## src/rtl/irq_pkg.sv

```systemverilog
// Shared types and constants for the PCIe MSI interrupt arbiter.
package irq_pkg;

  localparam int unsigned NUM_SRC = 2;
  localparam int unsigned VEC_W   = 8;
  localparam int unsigned HOLD_W  = 16;

  localparam int unsigned SRC_TX = 0;
  localparam int unsigned SRC_RX = 1;

  localparam logic [VEC_W-1:0] TX_VECTOR_DEF = 8'h01;
  localparam logic [VEC_W-1:0] RX_VECTOR_DEF = 8'h00;

  typedef enum logic [2:0] {
    IDLE = 3'b001,
    REQ  = 3'b010,
    HOLD = 3'b100
  } state_e;

endpackage

```

## src/rtl/irq_edge_pending.sv

```systemverilog
// Per-source request capture: registers send_irq, detects its rising edge
// and keeps a pending flag with set / accept-clear / withdraw handling.
module irq_edge_pending
  import irq_pkg::*;
(
  input  logic clk,
  input  logic rst,
  input  logic send_irq,
  input  logic granted,
  input  logic clr,
  output logic pending
);

  logic level_q, level_d;
  logic pending_q, pending_d;

  // Withdraw only applies while not owning the endpoint; a rise wins over any clear.
  always_comb begin
    level_d   = send_irq;
    pending_d = pending_q;
    if (clr) begin
      pending_d = 1'b0;
    end
    if (pending_q && !send_irq && !granted) begin
      pending_d = 1'b0;
    end
    if (send_irq && !level_q) begin
      pending_d = 1'b1;
    end
  end

  always_ff @(posedge clk) begin
    if (rst) begin
      level_q   <= 1'b0;
      pending_q <= 1'b0;
    end else begin
      level_q   <= level_d;
      pending_q <= pending_d;
    end
  end

  assign pending = pending_q;

endmodule

```

## src/rtl/irq_arbiter.sv

```systemverilog
// Round-robin sharing of the endpoint MSI request path between tx and rx.
// IRQ_ARBITER_MODERATION_EN: enforce HOLDOFF_CYCLES idle cycles between MSIs.
module irq_arbiter
  import irq_pkg::*;
#(
  parameter logic [VEC_W-1:0] TX_VECTOR      = TX_VECTOR_DEF,
  parameter logic [VEC_W-1:0] RX_VECTOR      = RX_VECTOR_DEF,
  parameter int unsigned      HOLDOFF_CYCLES = 250
) (
  input  logic             clk,
  input  logic             rst,
  input  logic             tx_send_irq,
  input  logic             rx_send_irq,
  input  logic             cfg_interrupt_msienable,
  output logic             cfg_interrupt,
  input  logic             cfg_interrupt_rdy,
  output logic [VEC_W-1:0] cfg_interrupt_di,
  output logic             tx_irq_sent,
  output logic             rx_irq_sent
);

  if (HOLDOFF_CYCLES == 0 || HOLDOFF_CYCLES > (1 << HOLD_W) - 1) begin : g_bad_holdoff
    $error("irq_arbiter: HOLDOFF_CYCLES out of range");
  end

  state_e             state_q, state_d;
  logic               grant_q, grant_d;
  logic               last_grant_q, last_grant_d;
  logic               cfg_int_q, cfg_int_d;
  logic [VEC_W-1:0]   di_q, di_d;
  logic [NUM_SRC-1:0] sent_q, sent_d;
  logic [NUM_SRC-1:0] send_irq, pending, granted_c, clr_c;
  logic               sel;
`ifdef IRQ_ARBITER_MODERATION_EN
  logic [HOLD_W-1:0]  cnt_q, cnt_d;
`endif

  assign send_irq[SRC_TX] = tx_send_irq;
  assign send_irq[SRC_RX] = rx_send_irq;

  for (genvar i = 0; i < NUM_SRC; i++) begin : g_src
    irq_edge_pending u_edge (
      .clk      (clk),
      .rst      (rst),
      .send_irq (send_irq[i]),
      .granted  (granted_c[i]),
      .clr      (clr_c[i]),
      .pending  (pending[i])
    );
  end

  always_comb begin
    state_d      = state_q;
    grant_d      = grant_q;
    last_grant_d = last_grant_q;
    cfg_int_d    = cfg_int_q;
    di_d         = di_q;
    sent_d       = '0;
    clr_c        = '0;
    granted_c    = '0;
    sel          = pending[SRC_RX];
`ifdef IRQ_ARBITER_MODERATION_EN
    cnt_d        = cnt_q;
`endif
    if (pending == 2'b11) begin
      sel = ~last_grant_q;
    end
    if (state_q == REQ) begin
      granted_c[grant_q] = 1'b1;
    end

    case (state_q)
      IDLE: begin
        if (cfg_interrupt_msienable && (|pending)) begin
          grant_d      = sel;
          last_grant_d = sel;
          cfg_int_d    = 1'b1;
          di_d         = (sel == 1'(SRC_RX)) ? RX_VECTOR : TX_VECTOR;
          state_d      = REQ;
        end
      end
      REQ: begin
        // Held until the endpoint accepts; msienable/withdraw cannot abort it.
        if (cfg_interrupt_rdy) begin
          cfg_int_d       = 1'b0;
          di_d            = '0;
          clr_c[grant_q]  = 1'b1;
          sent_d[grant_q] = 1'b1;
          state_d         = HOLD;
`ifdef IRQ_ARBITER_MODERATION_EN
          cnt_d           = HOLD_W'(HOLDOFF_CYCLES - 1);
`endif
        end
      end
      HOLD: begin
`ifdef IRQ_ARBITER_MODERATION_EN
        if (cnt_q == '0) begin
          state_d = IDLE;
        end else begin
          cnt_d = cnt_q - HOLD_W'(1);
        end
`else
        state_d = IDLE;
`endif
      end
      default: begin
        state_d = IDLE;
      end
    endcase
  end

  always_ff @(posedge clk) begin
    if (rst) begin
      state_q      <= IDLE;
      grant_q      <= 1'(SRC_TX);
      last_grant_q <= 1'(SRC_RX);
      cfg_int_q    <= 1'b0;
      di_q         <= '0;
      sent_q       <= '0;
`ifdef IRQ_ARBITER_MODERATION_EN
      cnt_q        <= '0;
`endif
    end else begin
      state_q      <= state_d;
      grant_q      <= grant_d;
      last_grant_q <= last_grant_d;
      cfg_int_q    <= cfg_int_d;
      di_q         <= di_d;
      sent_q       <= sent_d;
`ifdef IRQ_ARBITER_MODERATION_EN
      cnt_q        <= cnt_d;
`endif
    end
  end

  assign cfg_interrupt    = cfg_int_q;
  assign cfg_interrupt_di = di_q;
  assign tx_irq_sent      = sent_q[SRC_TX];
  assign rx_irq_sent      = sent_q[SRC_RX];

endmodule

```

## config.mk

```make
export PLATFORM = sky130hd
export DESIGN_NAME = irq_arbiter
export DESIGN_NICKNAME = d
export VERILOG_FILES = /design/src/rtl/irq_pkg.sv /design/src/rtl/irq_edge_pending.sv /design/src/rtl/irq_arbiter.sv
export SDC_FILE = /design/constraint.sdc
export NUM_CORES = 1
export LEC_CHECK = 0
export ABC_AREA = 1
export CORE_MARGIN = 5
export CORE_UTILIZATION = 40
export CTS_CLUSTER_DIAMETER = 60
export DETAILED_ROUTE_END_ITERATION = 12
export PLACE_DENSITY = 0.72
export SLEW_MARGIN = 40
export SYNTH_ARGS = -nofsm -noshare
export SYNTH_HDL_FRONTEND = slang
export SYNTH_HIERARCHICAL = 1
export SYNTH_SLANG_ARGS = --single-unit
```

## constraint.sdc

```tcl
create_clock -name clk -period 1 [get_ports clk]
set_input_delay 0.2 -clock clk [delete_from_list [all_inputs] [get_ports clk]]
set_output_delay 0.2 -clock clk [all_outputs]
set_load 0.02 [all_outputs]
```

# Word level (Yosys, flattened, before mapping)
# Index checks and enable logic that the tools add are counted.
# W data, S select, Z words.
[totals]
ramBits = 0
input_bits = 6
latchBits = 0
mem_bits_ro = 0
n_memories = 0
register_bits = 20
[op_classes]
bitwise_logic = 1
reduce_logical = 21
mux = 22
shifts = 0
mul = 0
eq_ne = 5
order_cmp = 2
div = 0
addsub = 0
[ops]
columns = ["operator", "n"]
rows = [
  ["$mux W8", 2],
  ["$pmux W8 S2", 1],
  ["$mux W1", 11],
  ["$logic_and A1 B1 Y1", 8],
  ["$logic_not A1 Y1", 6],
  ["$mux W2", 3],
  ["$mux W3", 2],
  ["$pmux W3 S2", 1],
  ["$reduce_bool A3 Y1", 2],
  ["$ne A2 B2 Y1 const B", 2],
  ["$reduce_and A2 Y1", 2],
  ["$eq A3 B1 Y1 const B", 1],
  ["$eq A3 B2 Y1 const B", 1],
  ["$reduce_and A3 Y1", 1],
  ["$eq A2 B2 Y1 const B", 1],
  ["$lt A1 B2 Y1 const B", 1],
  ["$pmux W1 S2", 1],
  ["$reduce_bool A2 Y1", 1],
  ["$reduce_or A2 Y1", 1],
  ["$demux W1 S1", 1],
  ["$ge A1 B1 Y1 const B", 1],
  ["$not A1 Y1", 1],
]

# Longest topological paths before layout
# Gate-level depths: netlist of the first run.
[depth]
ltp_word = 9
depth_mapped = 8
depth_no_buf = 8

# Hierarchy
# Netlist of the first run, hierarchy kept.
[by_module_without_submodules]
columns = ["mod", "area_per_inst_um2", "cells_each", "instances"]
rows = [
  ["irq_arbiter", 437.9, 58, 1],
  ["irq_edge_pending", 81.3, 13, 2],
]

# Least setup slack after synthesis of the first run
# OpenSTA, ideal clock, no wires.
[synth_path]
path_kind = "register -> register"
startpoint = "reg state_q[0]"
endpoint = "reg g_src[1].u_edge.pending_q"
period_less_slack_ns = 0.964
path_stages_with_launch = 9
required_ns = 0.891
path_slack_ns = 0.036
path_buffers = 0
t_arrival_ns = 0.855
cell_sequence = "dfxtp_1 > inv_1 > nand3_2 > nor3_1 > inv_1 > nand2_1 > nand2_1 > nand2_1 > inv_1"
[synth_between]
elab_cells_between_ends = 8
[synth_rtl]
columns = ["item", "line_no", "rtl"]
rows = [
  ["start: declaration", "irq_arbiter.sv:26", "state_e state_q, state_d;"],
  ["start signal: assignment", "irq_arbiter.sv:124", "state_q <= state_d;"],
  ["$eq A3 B2 Y1", "irq_arbiter.sv:72", "case (state_q)"],
  ["$mux W2", "-", ""],
  ["via clr_c[1]", "irq_arbiter.sv:32", "logic [NUM_SRC-1:0] send_irq, pending, granted_c, clr_c;"],
  ["$reduce_bool A3 Y1 (no source line)", "-", ""],
  ["end signal: assignment", "irq_edge_pending.sv:38", "pending_q <= pending_d;"],
  ["end: declaration", "irq_edge_pending.sv:15", "logic pending_q, pending_d;"],
]
# The timed path passes the listed nets, and every way through them passes these cells.
# A chain may end at the register's enable or synchronous reset.

# Worst setup path after layout of the first run
[layout_path]
startpoint = "reg state_q[2]"
endpoint = "reg g_src[1].u_edge.pending_q"
# The elaborated chain is that of the path after synthesis.

==> impl_results.md, run 1 <==
* Reg2Reg Setup Slack at -0.01 ns
* Post-route DRC at 0
* Final Power at 0.00105 W
* Element type at the critical path end: flip-flop
* CP required at 1.18 ns
* Crit path DAT at 1.19 ns
* Area Growth Syn to Fin at 36.0%
* Half-perimeter wire length after placement at 895 µm
* Ys Warns at 6
* Die Width at 48.8 µm
* Clock Tree Root: clkbuf_4
* Layout cells sized above 1 at 0.369
* # rows at 14
* Nets@finish at 110
* Worst Slack Setup Final at -0.0123 ns
* Initial Util at 0.408
* WL/cell at 9.71 µm
* IO Count at 17
* DRT Pass-1 Iters at 3
* CTS Sinks at 13
* Clk buf depth at 2
* Initial antenna violation count at 0
* H-tree depth at 1
* Leading area contributor after synthesis: dfxtp_1
* Global-route wire length before repair at 1900 µm
* Pin count of the biggest net entering global routing at 8
* Unrepaired setup endpoints after global routing: true
* Clk_lat worst skew at 0.27 ns
* Met2 Wirelength at 567 µm
* Total grt overflow at 0
* Top Metal Used: met4
* CP startpoint: state_q[2]$_SDFFE_PP0P_
* Core ar. at 1470 µm²
* CP Launch Type: flip-flop
* RD Place Congestion at 0.762
* Leak at 0.384 nW
* Failing checks: negative setup slack
* HP Start: cfg_interrupt$_SDFFE_PP0P_
* TritonCTS Buffers at 3
* Clk_skew at 0.00132 ns
* Synth Register Bits at 13
* Post-synthesis cell count at 84
* Period minus WS final at 1.01 ns
* VDD IR max at 703 µV
* Post-route clock period utilization at 1.01
* First DRT Iteration DRCs at 10
* Final hold violation count at 0
* Max-cap violations at 0
* CTS tree: yes
* WL met3 at 60 µm
* CP Class: reg -> reg
* # diodes at 0
* Vias per inst at 4.56
* Die Area at 2380 µm²
* Fmax at 0.988 GHz
* Final Max Slew Viols at 0
* Yosys cell types at 17
* GR Util All Layers at 0.0983
* Top cell type's share of synthesized area at 0.433
* Synth area leaders: dfxtp_1, nand2_1, buf_4, inv_1, nor2_1
* Crit Path Max Fanout at 7
* Detail Route Antenna Nets at 0
* # port buffers at 9
* Met1 Wirelength at 508 µm
* Final setup violation count at 1
* Mapped Area at 601 µm²
* Vias in the first global route at 468
* Syn Area/Cell at 7.15 µm²
* Die height at 48.8 µm
* Routed WL at 1160 µm
* DR vias at 543
* Status: complete, but fails checks
* Post-CTS Hold Fix Bufs at 0
* Setup TNS at -0.0123 ns
* Sequential-to-total area share from yosys stat at 0.433
* PD cells at 1290 nW/µm²
* FF-to-FF Start: state_q[2]$_SDFFE_PP0P_
* Setup WS pre-CTS at -0.258 ns
* Worst hold path class: reg -> reg
* Clk slew on worst S/H paths at 0.08 ns
## cells by family (layout without fill, tap and decap cells)
| family | after synthesis | count (layout) | synth area share |
|---|---|---|---|
| AND/OR/NAND/NOR | 42 | 42 | 0.325 |
| buffers and inverters | 23 | 36 | 0.188 |
| flip-flops | 13 | 13 | 0.433 |
| AO/OA/AOI/OAI | 5 | 5 | 0.0479 |
| other | 1 | 7 | 0.00624 |
## flip-flops by register name, indices dropped and copies added, names as in the netlist
register / cells
cfg_interrupt: 1
cfg_interrupt_di: 1
g_src.u_edge/level_q: 2
g_src.u_edge/pending: 2
grant_q: 1
last_grant_q: 1
sent_q: 2
state_q: 3
## per-stage QoR
step | area [µm²] | std cells | util | hold WS (ns)
2_1_floorplan | 623 | 90 | - | 0.271
3_3_place_gp | 737 | 115 | 0.501 | 0.451
5_1_grt | 817 | 119 | 0.555 | 0.491
3_5_place_dp | 737 | 115 | 0.501 | 0.457
6_report | 817 | 119 | 0.555 | 0.473
4_1_cts | 764 | 119 | 0.520 | 0.465
## repair_timing
action                                  in CTS  in global routing
gates resized for setup                     23                 15
endpoints found under the setup margin      10                 11
buffers inserted                             0                  0
pin swaps                                    0                  2
## worst max-delay path: stages, from the launching register on
cell,delay [ns]
dfxtp_4,0.37
inv_4,0.06
nand3_4,0.10
nor3_2,0.13
inv_1,0.06
nand2_1,0.06
nand2_1,0.05
nand2_1,0.06
inv_1,0.03
## cells in the final DEF, fill, tap and decap left out, types with 2 or more instances in the layout
cell              n
buf_4            10
inv_1            10
nor2_1            9
nand3_1           4
a21oi_2           2
nand3_2           2
clkbuf_4          3
a21oi_1           2
buf_2             2
conb_1            7
nand2_1          16
dfxtp_2           3
dfxtp_1           9
clkdlybuf4s50_1   5
nand2_2           3
inv_2             4
nor3_2            2
## final cells by class
cell class                      instances  area [µm²]
Fill cell                             138         654
Multi-Input combinational cell         54         309
Sequential cell                        13         268
Timing Repair Buffer                   17         135
Inverter                               15        58.8
Clock buffer                            4        26.3
Tap cell                               16        20.0
## power breakdown
group	internal, W	leakage [nW]	switching [W]
combinational	0.0000729	0.261	0.000111
clock	0.000154	0.0150	0.000163
sequential	0.000537	0.108	0.0000135
## synthesized netlist by cell type
cell type	count
buf_1	1
conb_1	1
dfxtp_1	13
nand2_1	17
inv_1	13
o21ai_2	1
nand2_2	2
nor2_1	9
nand3_1	5
nand4_1	1
nor4_1	2
buf_4	7
a21oi_1	4
inv_2	2
nand3_2	2
nor2_2	1
nor3_1	3
## layer usage
metal  global-route usage  vias up
met1                0.116      241
met4               0.0538        0
met3               0.0245        4
met5                    0        -
li1                     -      285
met2                0.161       13
## final timing paths
check / to / cells past startpoint
max: g_src[1].u_edge/pending$_SDFFE_PP0P_ / 8
min: cfg_interrupt$_SDFFE_PP0P_ / 2
max reg2reg: g_src[1].u_edge/pending$_SDFFE_PP0P_ / 8
min reg2reg: cfg_interrupt$_SDFFE_PP0P_ / 2
Power figures use the tool's default switching activity.
==> run 2, diff against run 1 <==
CORE_AREA = 5 5 42 44   (was not set)
CORE_MARGIN = not set   (was 5)
CORE_UTILIZATION = not set   (was 40)
DIE_AREA = 0 0 47 49   (was not set)
DONT_BUFFER_PORTS = 1   (was not set)
PLACE_DENSITY = not set   (was 0.72)
REMOVE_ABC_BUFFERS = 1   (was not set)
==> run 2 against run 1 <==
Net effect: the run still ends with negative setup slack left; clock power rose by 3%; final cell count is 6.7% lower; sequential power rose by 1%; final area decreased by 7.8%; clock skew rose by 0.0022 ns; sequential share of layout area increased by 2.8 points; non-clock buffer count is 8 lower; fmax fell by 0.50%; die area down 3.1%; via count down 6.6%; critical path depth is 2 lower.
==> impl_results.md, run 2 (same netlist as run 1, synthesis figures left out) <==
* WP buf/inv at 1
* CTS tree: yes
* IO Count at 17
* CTS Sinks at 13
* Fmax at 0.983 GHz
* Post-route clock period utilization at 1.02
* Worst Slack Setup Final at -0.0173 ns
* Die Width at 47 µm
* Clk slew on worst S/H paths at 0.08 ns
* RD Place Congestion at 0.787
* H-tree depth at 1
* Setup WS pre-CTS at -0.0439 ns
* Dpl cells at 102
* Worst hold path class: in -> reg
* First DRT Iteration DRCs at 2
* Initial antenna violation count at 0
* Crit Path Max Fanout at 4
* Post-route DRC at 0
* Final Max Slew Viols at 0
* Area Growth Syn to Fin at 25.4%
* Setup TNS at -0.0415 ns
* Vias per inst at 4.57
* Clk_lat worst skew at 0.28 ns
* Clock Tree Root: clkbuf_4
* Most frequent cells in the layout: nand2_1, inv_1, dfxtp_1, nor2_1, conb_1
* GR Util All Layers at 0.112
* Status: complete, but fails checks
* Final setup violation count at 3
* Element type at the critical path end: flip-flop
* Core ar. at 1400 µm²
* Initial Util at 0.429
* Commonest non-fill, non-tap cell in the layout: nand2_1
* Crit-path cells: buf_6 > nor2_4 > nand2_2 > nand3_2 > nand2_1 > a21oi_2
* CP max stage delay at 0.36 ns
* # rows at 14
* Number of fill cells at 151
* Most flop-heavy register: state_q
* Clk_skew at 0.00352 ns
* CP required at 1.22 ns
* Routed WL at 1200 µm
* Crit path DAT at 1.23 ns
* Nets@finish at 102
* Critical-path top delay cell: dfxtp_4
* Leak at 0.352 nW
* Die Area at 2300 µm²
* DRT Pass-1 Iters at 2
* WL/cell at 10.8 µm
* # diodes at 0
* # port buffers at 0
* Final hold violation count at 0
* VDD IR max at 704 µV
* DR vias at 507
* CP Class: reg -> reg
* Pin count of the biggest net entering global routing at 13
* Layout cells sized above 1 at 0.326
* Global-route wire length before repair at 1830 µm
* Unrepaired setup endpoints after global routing: true
* CP Launch Type: flip-flop
* Clk buf depth at 2
* Die height at 49 µm
* PD cells at 1370 nW/µm²
* Vias in the first global route at 478
* Half-perimeter wire length after placement at 782 µm
* Total grt overflow at 0
* CP top delay family: simple AND/OR/NAND/NOR gates
* TritonCTS Buffers at 3
* Detail Route Antenna Nets at 0
* Max-cap violations at 0
* Failing checks: negative setup slack
* Max FFs per register at 3
* Period minus WS final at 1.02 ns
* Final Non-Filler Cells at 111
[run 2: changes by cell type in the layout (fill, tap and decap cells not counted), sizes merged]
cell and change:
dlygate4sd3 +3, buf -6, clkdlybuf4s50 -5
[run 2: cell type report]
type | count | area, µm² | area share
Timing Repair Buffer | 9 | 82.6 | 0.110
Clock buffer | 4 | 26.3 | 0.0349
Inverter | 15 | 58.8 | 0.0781
Multi-Input combinational cell | 54 | 298 | 0.395
Sequential cell | 13 | 268 | 0.355
Tap cell | 16 | 20.0 | 0.0266
[run 2: stage by stage]
stage,hold slack (ns),util,area [µm²],power [W]
floorplan,0.269,-,567,0.000661
finish,0.0484,0.538,753,0.00103
global placement,0.271,0.440,617,0.000679
detailed placement,0.274,0.440,617,0.000680
CTS,-0.0279,0.509,713,0.00102
global route,0.0508,0.538,753,0.00108
[run 2: layer usage]
layer	share of wire	up-vias	track usage
met3	0.068	5	0.0369
met4	0.033	0	0.0876
met1	0.38	224	0.112
met5	0	-	0
li1	-	265	-
met2	0.51	13	0.179
[run 2: final timing paths]
path | slack [ns] | endpoint | startpoint | cells past startpoint
worst max-delay path | -0.02 | cfg_interrupt_di[0]$_SDFFE_PP0P_ | state_q[2]$_SDFFE_PP0P_ | 6
worst min-delay path | 0.05 | state_q[0]$_SDFFE_PP1P_ | rst | 2
worst max register to register | -0.02 | cfg_interrupt_di[0]$_SDFFE_PP0P_ | state_q[2]$_SDFFE_PP0P_ | 6
worst min register to register | 0.46 | sent_q[0]$_SDFF_PP0_ | grant_q$_SDFFE_PP0P_ | 1
[run 2: repair_timing]
item | CTS | global route
hold buffers | 2 | 1
cloned | 0 | 0
buffers inserted | 2 | 0
pin swaps | 2 | 7
endpoints found under the setup margin | 6 | 7
gates resized for setup | 12 | 9
hold endpoints to repair | 9 | 7
[run 2: worst register-to-register path, stage by stage (launching register included)]
cell and delay, ns:
dfxtp_4 0.36, buf_6 0.12, nor2_4 0.14, nand2_2 0.08
nand3_2 0.08, nand2_1 0.06, a21oi_2 0.11
[run 2: report_power, final]
group	switching, W	internal (W)	leakage [nW]	total [W]
combinational	0.0000946	0.0000520	0.229	0.000147
sequential	0.0000204	0.000537	0.108	0.000557
clock	0.000173	0.000155	0.0150	0.000328
total	0.000288	0.000744	0.352	0.00103
==> run 3, diff against run 2 <==
CORE_AREA = not set   (was 5 5 42 44)
CORE_MARGIN = 5   (was not set)
CORE_UTILIZATION = 35   (was not set)
DIE_AREA = not set   (was 0 0 47 49)
MAX_ROUTING_LAYER = met4   (was not set)
REMOVE_ABC_BUFFERS = not set   (was 1)
==> run 3 against run 2 <==
Net effect: the run still ends with negative setup slack left; clock-buffer cell count fell by 1; worst setup slack got worse by 0.058 ns; via count fell by 3.9%; largest cell class unchanged.
==> impl_results.md, run 3 (same netlist as run 1, synthesis figures left out) <==
* Crit path DAT at 1.25 ns
* Post-route clock period utilization at 1.08
* CTS tree: yes
* Vias per inst at 4.43
* Clk_lat worst skew at 0.27 ns
* HP Start: rx_send_irq
* Vias in the first global route at 433
* Worst Hold Path Cells at 2
* CP required at 1.17 ns
* Commonest non-fill, non-tap cell in the layout: nand2_1
* Initial Util at 0.360
* Element type at the critical path end: flip-flop
* CP Class: reg -> reg
* Clk slew on worst S/H paths at 0.08 ns
* Hold Path Sink: g_src[1].u_edge/level_q$_SDFF_PP0_
* Crit Path Max Fanout at 7
* Global-route wire length before repair at 1780 µm
* DRT Pass-1 Iters at 3
* Final Power at 0.00101 W
* TritonCTS Buffers at 3
* Die height at 51.4 µm
* Die Area at 2640 µm²
* Routed WL at 1150 µm
* Die Width at 51.4 µm
* Failing checks: negative setup slack
* Clock Tree Root: clkbuf_4
* IO Count at 17
* Pin count of the biggest net entering global routing at 10
* Core ar. at 1670 µm²
* Fmax at 0.930 GHz
* Reg2reg path depth at 8
* Hold_ws at 0.0252 ns
* Detail Route Antenna Nets at 0
* Max FFs per register at 3
* FF-to-FF Start: state_q[2]$_SDFFE_PP0P_
* Crit-path cells: inv_4 > nand3_4 > nor3_2 > inv_1 > nand2_1 > nand2_1 > nand2_1 > inv_1
* PD cells at 1400 nW/µm²
* Clk buf depth at 2
* Clk_skew at 0.00323 ns
* CP Launch Type: flip-flop
* H-tree depth at 1
* Worst Slack Setup Final at -0.0753 ns
* RD Place Congestion at 0.762
* # rows at 15
* Worst hold path class: in -> reg
* Most flop-heavy register: state_q
* Layout cells sized above 1 at 0.301
* VDD IR max at 512 µV
* Most frequent cells in the layout: nand2_1, inv_1, nor2_1, dfxtp_1, conb_1
* CP top delay family: simple AND/OR/NAND/NOR gates
* Final Max Slew Viols at 0
* Leak at 0.339 nW
* WP buf/inv at 3
* Total grt overflow at 0
* CP max stage delay at 0.37 ns
* # diodes at 0
* Nets@finish at 100
* # port buffers at 0
* Max-cap violations at 0
* Status: complete, but fails checks
* First DRT Iteration DRCs at 10
* DR vias at 487
* GR Util All Layers at 0.0940
* Post-route DRC at 0
* Critical-path top delay cell: dfxtp_4
* Reg2Reg Setup Slack at -0.08 ns
* Final hold violation count at 0
* CTS Sinks at 13
* Period minus WS final at 1.08 ns
* Final setup violation count at 4
* Area Growth Syn to Fin at 20.4%
* RR Endpoint: g_src[1].u_edge/pending$_SDFFE_PP0P_
* WL/cell at 10.5 µm
* Half-perimeter wire length after placement at 800 µm
* Unrepaired setup endpoints after global routing: true
* CP most frequent cell: nand2_1
* Initial antenna violation count at 0
==> run 3: report_power, final <==
part           switching, W  internal (W)  leakage (nW)
Clock              0.000169      0.000148        0.0177
Combinational     0.0000929     0.0000452         0.213
Sequential        0.0000193      0.000534         0.108
Total              0.000282      0.000727         0.339
==> run 3: worst max path at each step <==
| stage | depth (start not counted) | start | end | slack (ns) |
|---|---|---|---|---|
| finish | 8 | state_q[2]$_SDFFE_PP0P_ | g_src[1].u_edge/pending$_SDFFE_PP0P_ | -0.08 |
| floorplan | 8 | state_q[0]$_SDFFE_PP1P_ | g_src[1].u_edge/pending$_SDFFE_PP0P_ | 0.04 |
| CTS | 8 | state_q[2]$_SDFFE_PP0P_ | g_src[0].u_edge/pending$_SDFFE_PP0P_ | -0.002 |
| detailed placement | 8 | state_q[0]$_SDFFE_PP1P_ | g_src[0].u_edge/pending$_SDFFE_PP0P_ | -0.06 |
| global placement | 8 | state_q[0]$_SDFFE_PP1P_ | g_src[0].u_edge/pending$_SDFFE_PP0P_ | -0.05 |
| global route | 8 | state_q[2]$_SDFFE_PP0P_ | g_src[0].u_edge/pending$_SDFFE_PP0P_ | -0.14 |
==> run 3: per-stage QoR <==
| stage | cells | TNS [ns] | setup WS (ns) | util | cell area, µm² |
|---|---|---|---|---|---|
| after detailed placement | 104 | -0.122 | -0.0575 | 0.375 | 626 |
| after global placement | 104 | -0.0922 | -0.0510 | 0.375 | 626 |
| final | 110 | -0.146 | -0.0753 | 0.433 | 723 |
| after floorplan | 90 | 0 | 0.0360 | - | 623 |
| after global routing | 110 | -0.532 | -0.136 | 0.433 | 723 |
| after CTS | 109 | -0.00218 | -0.00218 | 0.412 | 688 |
==> run 3: layer usage <==
| metal | global-route usage | routed length [µm] | part of all wire | vias up |
|---|---|---|---|---|
| li1 | - | - | - | 263 |
| met1 | 0.0870 | 444 | 0.38 | 212 |
| met2 | 0.163 | 648 | 0.56 | 10 |
| met3 | 0.0292 | 38 | 0.033 | 2 |
| met4 | 0.0655 | 22 | 0.019 | 0 |
| met5 | - | 0 | 0 | - |
==> run 3: area by class of cell <==
type,instances,area (µm²)
Tap cell,17,21.3
Inverter,15,58.8
Multi-Input combinational cell,54,290
Clock inverter,1,5.00
Fill cell,166,947
Sequential cell,13,270
Timing Repair Buffer,7,55.1
Clock buffer,3,22.5
==> run 3: repair_timing <==
action / CTS / global route
pin swaps: 0 / 3
hold buffers: 1 / 0
setup endpoints to repair: 6 / 7
hold endpoints to repair: 9 / 0
gates resized for setup: 7 / 9
setup buffers: 0 / 1
